<file path="src/rtl/lsu.sv">
// Load/store unit: turns a byte/half/word access into one or two aligned bus
// beats, realigning store data and extending load data.
module lsu (
  input  logic        clk,
  input  logic        rst,
  input  logic        start,
  input  logic        memrw,
  input  logic [1:0]  memword,
  input  logic        memsign,
  input  logic [31:0] addr,
  input  logic [31:0] wdata,
  output logic [31:0] rdata,
  output logic        done,
  output logic        busy,
  output logic        err,
  output logic        bus_req,
  output logic        bus_we,
  output logic [31:0] bus_addr,
  output logic [3:0]  bus_be,
  output logic [31:0] bus_wdata,
  input  logic        bus_ack,
  input  logic [31:0] bus_rdata
);

  typedef enum logic [1:0] {IDLE, BEAT0, BEAT1, FIN} state_t;

  state_t      state_q, state_d;
  logic        rw_q;
  logic [1:0]  word_q;
  logic        sign_q;
  logic [31:0] addr_q;
  logic [31:0] wdata_q;
  logic        err_q;
  logic [31:0] r0_q;
  logic [31:0] rdata_q, rdata_d;
  logic        load_ops;
  logic        r0_we;

  logic [7:0]  lanes;
  logic [63:0] store_sh;
  logic [31:0] beat0_addr;

  // Byte lanes touched across the two-word window starting at the aligned address.
  function automatic logic [7:0] lane_vec(input logic [1:0] word, input logic [1:0] off);
    logic [7:0] m;
    case (word)
      2'b00:   m = 8'h01;
      2'b01:   m = 8'h03;
      default: m = 8'h0F;
    endcase
    return m << off;
  endfunction

  function automatic logic [31:0] ext_load(input logic [63:0] r, input logic [1:0] word,
                                           input logic zext, input logic [1:0] off);
    logic [63:0] sh;
    sh = r >> {off, 3'b000};
    case (word)
      2'b00:   return zext ? {24'b0, sh[7:0]}  : {{24{sh[7]}}, sh[7:0]};
      2'b01:   return zext ? {16'b0, sh[15:0]} : {{16{sh[15]}}, sh[15:0]};
      default: return sh[31:0];
    endcase
  endfunction

  assign lanes      = lane_vec(word_q, addr_q[1:0]);
  assign store_sh   = {32'b0, wdata_q} << {addr_q[1:0], 3'b000};
  assign beat0_addr = {addr_q[31:2], 2'b00};

  always_comb begin
    state_d  = state_q;
    rdata_d  = rdata_q;
    load_ops = 1'b0;
    r0_we    = 1'b0;
    case (state_q)
      IDLE: begin
        if (start) begin
          load_ops = 1'b1;
          if (memword == 2'b11) begin
            state_d = FIN;
            rdata_d = 32'b0;
          end else begin
            state_d = BEAT0;
          end
        end
      end
      BEAT0: begin
        if (bus_ack) begin
          if (lanes[7:4] != 4'b0) begin
            r0_we   = 1'b1;
            state_d = BEAT1;
          end else begin
            state_d = FIN;
            if (!rw_q) rdata_d = ext_load({32'b0, bus_rdata}, word_q, sign_q, addr_q[1:0]);
          end
        end
      end
      BEAT1: begin
        if (bus_ack) begin
          state_d = FIN;
          if (!rw_q) rdata_d = ext_load({bus_rdata, r0_q}, word_q, sign_q, addr_q[1:0]);
        end
      end
      default: state_d = IDLE;
    endcase
  end

  // Bus outputs decode only registered state, so bus_ack never reaches them.
  always_comb begin
    bus_req   = 1'b0;
    bus_we    = 1'b0;
    bus_addr  = 32'b0;
    bus_be    = 4'b0;
    bus_wdata = 32'b0;
    case (state_q)
      BEAT0: begin
        bus_req   = 1'b1;
        bus_we    = rw_q;
        bus_addr  = beat0_addr;
        bus_be    = lanes[3:0];
        bus_wdata = store_sh[31:0];
      end
      BEAT1: begin
        bus_req   = 1'b1;
        bus_we    = rw_q;
        bus_addr  = beat0_addr + 32'd4;
        bus_be    = lanes[7:4];
        bus_wdata = store_sh[63:32];
      end
      default: ;
    endcase
  end

  always_ff @(posedge clk or posedge rst) begin
    if (rst) begin
      state_q <= IDLE;
      rw_q    <= 1'b0;
      word_q  <= 2'b0;
      sign_q  <= 1'b0;
      addr_q  <= 32'b0;
      wdata_q <= 32'b0;
      err_q   <= 1'b0;
      r0_q    <= 32'b0;
      rdata_q <= 32'b0;
    end else begin
      state_q <= state_d;
      rdata_q <= rdata_d;
      if (load_ops) begin
        rw_q    <= memrw;
        word_q  <= memword;
        sign_q  <= memsign;
        addr_q  <= addr;
        wdata_q <= wdata;
        err_q   <= (memword == 2'b11);
      end
      if (r0_we) r0_q <= bus_rdata;
    end
  end

  assign rdata = rdata_q;
  assign done  = (state_q == FIN);
  assign err   = done && err_q;
  assign busy  = (state_q != IDLE) || start;

endmodule

</file>
<file path="config.mk">
export PLATFORM = sky130hd
export DESIGN_NAME = lsu
export DESIGN_NICKNAME = d
export VERILOG_FILES = /design/src/rtl/lsu.sv
export SDC_FILE = /design/constraint.sdc
export NUM_CORES = 1
export LEC_CHECK = 0
export CAP_MARGIN = 30
export CORE_UTILIZATION = 35
export CTS_BUF_LIST = sky130_fd_sc_hd__clkbuf_8
export CTS_CLUSTER_SIZE = 24
export DETAILED_ROUTE_END_ITERATION = 8
export DONT_BUFFER_PORTS = 1
export SLEW_MARGIN = 10
export SYNTH_ARGS = -nofsm -noshare
export SYNTH_HDL_FRONTEND = slang
export SYNTH_SLANG_ARGS = --single-unit
</file>
<file path="constraint.sdc">
create_clock -name clk -period 12.77 [get_ports clk]
set_clock_uncertainty 0.2 [all_clocks]
set_input_delay 1.277 -clock clk [delete_from_list [all_inputs] [get_ports clk]]
set_output_delay 1.277 -clock clk [all_outputs]
set_load 0.02 [all_outputs]
</file>
[Word level (Yosys, flattened, before mapping)]
Index checks and enable logic that the tools add are counted.
Operators by class
  $add $sub $neg: 1
  equality and inequality tests: 12
  shift-type cells: 4
  mux-type cells: 31
  reduce and logical (&&, ||, !) cells: 10
Operator list (number)
  32-bit 2-to-1 mux: 11
  32-bit case mux with 2 select lines: 4
  32-bit case mux with 3 select lines: 1
  32-bit by 5-bit left shift with 64-bit output: 1
  64-bit by 5-bit right shift with 32-bit output: 1
  32-bit by 3-bit adder with 32-bit output (second input constant): 1
  32-bit by 5-bit right shift with 32-bit output: 1
  4-bit case mux with 2 select lines: 2
  2-bit != test (second input constant): 7
  1-bit 2-to-1 mux: 8
  2-bit 2-to-1 mux: 4
  8-bit AND reduction: 1
  8-bit by 2-bit left shift with 8-bit output: 1
  2-bit equality test (second input constant): 3
  2-bit case mux with 3 select lines: 1
  2-bit by 1-bit equality test with 1-bit output (second input constant): 2
  2-bit logical NOT: 2
  4-bit nonzero test: 1
  3-bit AND reduction: 1
  3-bit nonzero test: 1
  2-bit nonzero test: 1
  2-bit OR reduction: 1
  1-bit logical AND: 1
  1-bit logical OR: 1
Word-level totals
  bits in registers: 135
  input port bits: 104
  logic and storage cells: 67

[Logic depth before layout (Yosys ltp)]
  word-level depth: 7
  mapped depth: 11
  mapped depth without buffers: 7

[Worst setup path before layout]
No wires, ideal clock.
  path kind: register to output
  start point: reg state_q[0]
  end point: out bus_addr[25]
  data arrival time: 2.347 ns
  path slack: 8.946 ns
  stages on the path, launching flop included: 7
  path through: dfrtp_1 > inv_1 > ha_1 > clkbuf_1 > nand2_1 > clkbuf_1 > o41ai_1
On the way
  cells in the longest elaborated chain, start to end: 2
RTL lines
  from (decl): RTL line 27  | state_t state_q, state_d;
  from (signal assigned): RTL line 145  | state_q <= state_d;
  2-bit equality test / 2-bit by 1-bit equality test with 1-bit output (equally long branches): RTL line 114  | case (state_q)
  32-bit case mux with 2 select lines (*): RTL line 114
  to (decl): RTL line 18  | output logic [31:0] bus_addr,
Every way passes the cells marked *; elsewhere a longest branch is shown, timed or not.

[Worst setup path in the final report]
  start point: reg addr_q[1]
  end point: out bus_wdata[16]
On the way
  cells in the longest elaborated chain, start to end: 2
RTL lines
  from (decl): RTL line 31  | logic [31:0] addr_q;
  from (signal assigned): RTL line 151  | addr_q <= addr;
  32-bit by 5-bit left shift with 64-bit output: RTL line 66  | assign store_sh = {32'b0, wdata_q} << {addr_q[1:0], 3'b000};
  32-bit case mux with 2 select lines: RTL line 114
  to (decl): RTL line 20  | output logic [31:0] bus_wdata,
No other way between the ends.

==> metrics.txt <==
# TYPE chip_impl_metric gauge
chip_impl_info{name="status",value="finished, final reports clean"} 1
chip_impl_metric{name="antenna_cells",unit=""} 0
chip_impl_metric{name="grt_max_degree",unit=""} 70
chip_impl_metric{name="wl_per_cell",unit="um"} 22.85
chip_impl_metric{name="total_power",unit="mW"} 2.845
chip_impl_metric{name="postLayoutCoreUtil",unit="%"} 38.79
chip_impl_info{name="synth_area_leader_cell",value="dfrtp_1"} 1
chip_impl_metric{name="final-setup-viol-count",unit=""} 0
chip_impl_metric{name="placeableCoreArea",unit="sq um"} 24530
chip_impl_info{name="timing.critical_path.cells",value="buf_4 > nand2_1 > nor2_1 > a222oi_1 > nor2_1"} 1
chip_impl_info{name="synthFlopType",value="dfrtp_1"} 1
chip_impl_info{name="cts_tree",value="built"} 1
chip_impl_info{name="synth.area.top_cells",value="dfrtp_1 38%, mux2_2 14%, mux2i_1 8.7%"} 1
chip_impl_metric{name="area_growth_syn_to_layout",unit="%"} 7.781
chip_impl_metric{name="grt_first_pass_wirelength",unit="um"} 41580
chip_impl_info{name="yosys.cell_count.top_type",value="dfrtp_1"} 1
chip_impl_metric{name="cp.required",unit="ns"} 11.29
chip_impl_metric{name="initial_utilization",unit="%"} 35.99
chip_impl_metric{name="design_area",unit="sq um"} 9515
chip_impl_metric{name="worstPathArrival",unit="ns"} 3.27
chip_impl_metric{name="synthesis.area_per_instance",unit="sq um"} 10.09
chip_impl_metric{name="power.share.combinational",unit="%"} 54.0
chip_impl_metric{name="worst-slew-pin-transition",unit="ns"} 0.9840
chip_impl_info{name="critical-path-top-delay-family",value="simple AND/OR/NAND/NOR gates"} 1
chip_impl_metric{name="grt_pass1_vias",unit=""} 6874
chip_impl_metric{name="timing.final.crit_period",unit="ns"} 4.746
chip_impl_metric{name="drcViolationCount",unit=""} 0
chip_impl_metric{name="met3_usage",unit="%"} 7.464
chip_impl_metric{name="power_leakage",unit="nW"} 3.821
chip_impl_metric{name="post_synth_instance_area",unit="sq um"} 8828
chip_impl_metric{name="die_area",unit="sq um"} 25860
chip_impl_info{name="setup.worst_path.class",value="reg -> out"} 1
chip_impl_metric{name="clk_transition_reported_paths",unit="ns"} 0.09
chip_impl_metric{name="detailed_place_hpwl",unit="um"} 19510
chip_impl_metric{name="portBuffers",unit=""} 0
chip_impl_metric{name="placed_cells",unit=""} 1140
chip_impl_metric{name="bufs_and_invs_on_worst_path",unit=""} 1
chip_impl_metric{name="p_per_area",unit="nW/um^2"} 299.0
chip_impl_info{name="hold_worst_path_end",value="err_q"} 1
chip_impl_metric{name="r2r_cells",unit=""} 6
chip_impl_metric{name="clk_latency",unit="ns"} 0.46
chip_impl_metric{name="clock_tree.buffer_depth",unit=""} 2
chip_impl_metric{name="fin_ws",unit="ns"} 8.024
chip_impl_metric{name="power_frac_clock",unit="%"} 14.0
chip_impl_metric{name="dpl_cell_area",unit="sq um"} 8997
chip_impl_metric{name="maxCapViolCount",unit=""} 0
chip_impl_metric{name="synth.top_cell.area_share",unit="%"} 38.27
chip_impl_info{name="hold_crit_class",value="reg -> reg"} 1
chip_impl_metric{name="floorplan.die.width",unit="um"} 160.8
chip_impl_metric{name="gp_routability_congestion",unit=""} 0.8351
chip_impl_info{name="clockRootBuffer",value="clkbuf_8"} 1
chip_impl_metric{name="syn-instance-count",unit=""} 875
chip_impl_metric{name="final_max_slew_viol_count",unit=""} 0
chip_impl_info{name="r2r_start",value="addr_q[0]"} 1
chip_impl_metric{name="tritoncts_num_sinks",unit=""} 135
chip_impl_metric{name="detail_route.vias_per_cell",unit=""} 6.045
chip_impl_metric{name="finish.net_count",unit=""} 949
chip_impl_metric{name="setup_tns",unit="ns"} 0
chip_impl_info{name="timing.hold.worst.start",value="err_q"} 1
chip_impl_metric{name="worst-path-max-fanout",unit=""} 50
chip_impl_info{name="crit-reg2reg-capture",value="rdata[9]"} 1
chip_impl_metric{name="drive_above_1_share",unit="%"} 21.69
chip_impl_metric{name="number_of_antenna_violations_at_the_first_check_in_global_routing",unit=""} 0
chip_impl_metric{name="floorplan.rows",unit=""} 57
chip_impl_metric{name="power_frac_seq",unit="%"} 32.0
chip_impl_metric{name="ioPinCount",unit=""} 209
chip_impl_metric{name="routed_wirelength",unit="um"} 26900
chip_impl_metric{name="globalRoute.totalOverflow",unit=""} 0
chip_impl_metric{name="slowest_delay",unit="ns"} 0.67
chip_impl_metric{name="global_route.usage.total",unit="%"} 20.84
chip_impl_metric{name="cts_resized",unit=""} 0
chip_impl_info{name="critical_path.endpoint_type",value="output port"} 1
chip_impl_metric{name="async_reset_ff_share",unit="%"} 100.0
chip_impl_metric{name="total_cts_buffers",unit=""} 17
chip_impl_metric{name="hold_buffers",unit=""} 0
chip_impl_info{name="grt.busiest_layer",value="met2"} 1
chip_impl_metric{name="detailedRoute.firstIterationViolations",unit=""} 703
chip_impl_metric{name="drt_first_pass_iters",unit=""} 6
chip_impl_metric{name="synthDistinctLibCells",unit=""} 64
chip_impl_metric{name="detail-route-antenna-nets",unit=""} 0
chip_impl_metric{name="vdd_ir_drop_max",unit="mV"} 0.1325
chip_impl_metric{name="die_height",unit="um"} 160.8
chip_impl_metric{name="holdPathStages",unit=""} 2
chip_impl_metric{name="final-hold-violation-count",unit=""} 0
chip_impl_metric{name="max_freq",unit="MHz"} 210.7
chip_impl_info{name="crit_top_cell",value="nor2_1"} 1
chip_impl_metric{name="slew-limit-headroom",unit="%"} 33.54
chip_impl_metric{name="final_worst_path_cycle_share",unit="%"} 37.17
chip_impl_metric{name="grtUsageMet2",unit="%"} 31.82
chip_impl_info{name="critPathLaunchType",value="register"} 1
chip_impl_metric{name="post_synth_edffs",unit=""} 0
chip_impl_metric{name="htree_num_levels",unit=""} 4
chip_impl_info{name="synth_common_cells",value="135 x dfrtp_1, 112 x mux2_2, 77 x mux2i_1"} 1
chip_impl_metric{name="ys_ff_latch",unit=""} 135
chip_impl_metric{name="stdcell_count",unit=""} 1177
chip_impl_metric{name="netSwitchingPower",unit="mW"} 1.391
chip_impl_metric{name="post_cts_buffers",unit=""} 0
chip_impl_metric{name="via_count",unit=""} 7115
chip_impl_metric{name="p_int",unit="mW"} 1.454
chip_impl_metric{name="worst-r2r-setup-slack",unit="ns"} 9.21
chip_impl_metric{name="sw_frac_of_total",unit="%"} 48.88
chip_impl_metric{name="sequential_cell_area_fraction_in_the_yosys_report",unit="%"} 38.27
chip_impl_metric{name="ys.warnings.count",unit=""} 0
chip_impl_info{name="critical_path.slowest_cell",value="dfrtp_4"} 1
chip_impl_info{name="grt_setup_unrepaired",value="false"} 1
chip_impl_metric{name="met1_usage",unit="%"} 26.67
chip_impl_metric{name="timing.hold.ws",unit="ns"} 0.2840
chip_impl_metric{name="placement.setup.worst_slack",unit="ns"} 8.507
[layout make-up]
type                    instances  area (sq um)
clock buffers                  17         234.0
repair buffers                 18         180.2
fillers                      2443         15020
inverters                       7         31.28
flip-flops and latches        135          3386
well taps                     324         405.4
clock inverters                15         201.4
multi-input cells             661          5077
[worst max-delay path by stage]
stage / from / end / slack [ns] / cells past startpoint
finish: addr_q[1] / bus_wdata[16] / 8.02 / 5
global route: addr_q[1] / bus_wdata[16] / 7.75 / 5
CTS: addr_q[1] / bus_wdata[16] / 8.00 / 5
detailed placement: addr_q[1] / bus_wdata[16] / 8.51 / 5
global placement: addr_q[1] / bus_wdata[16] / 8.55 / 5
floorplan: rst / addr_q[0] / 7.68 / 1
[cell usage in the layout, fill, tap and decap left out, types with 3 or more instances in the layout]
cell and instances:
a211oi_1 19, a21oi_1 19, a221o_1 16, a222oi_1 6, a22o_1 13, a22oi_1 19, a31oi_1 13, and2_1 6
and3_1 9, buf_4 14, bufinv_16 4, clkbuf_8 17, dfrtp_1 133, ha_1 5, inv_1 7, inv_6 5
mux2_2 112, mux2i_1 77, mux4_2 10, nand2_1 71, nand2b_1 14, nand3_1 20, nand4_1 18, nor2_1 41
nor2b_1 8, nor3_1 3, nor4_1 3, o211ai_1 9, o21ai_0 74, o221ai_1 7, o22a_1 12, o22ai_1 14
o31ai_1 4, or3_1 3
[layer usage]
metal	share of wire (%)	vias to the layer above
li1	-	3274
met1	42	3505
met2	45	292
met3	9.9	44
met4	2.9	0
met5	0	-
[flip-flops by register name, summed over array words and instances, names as in the netlist]
signal / count
addr_q: 32
err_q: 1
r0_q: 32
rdata: 32
rw_q: 1
sign_q: 1
state_q: 2
wdata_q: 32
word_q: 2
[power groups by stage]
stage	sequential, mW	combinational, mW	clock [mW]
2_1_floorplan	0.791	1.30	0
3_3_place_gp	0.914	1.48	0
3_5_place_dp	0.922	1.50	0
4_1_cts	0.914	1.50	0.408
5_1_grt	0.942	1.67	0.428
6_report	0.910	1.54	0.398
[tightest hold or removal path, stage by stage (launching register included)]
cell and delay, ns:
dfrtp_1 0.35, nand2_1 0.04, o21ai_0 0.05
[cells by family (layout without fill, tap and decap cells)]
group	count (synthesis)	in the layout	synth area share, %
AO/OA/AOI/OAI	243	243	18.98
AND/OR/NAND/NOR	210	210	11.92
multiplexers	199	199	25.57
flip-flops	135	135	38.27
buffers and inverters	80	57	4.322
adder cells (fa/ha/maj)	5	5	0.7086
XOR/XNOR	2	2	0.1984
other	1	2	0.04248
Power figures use the tool's default switching activity.
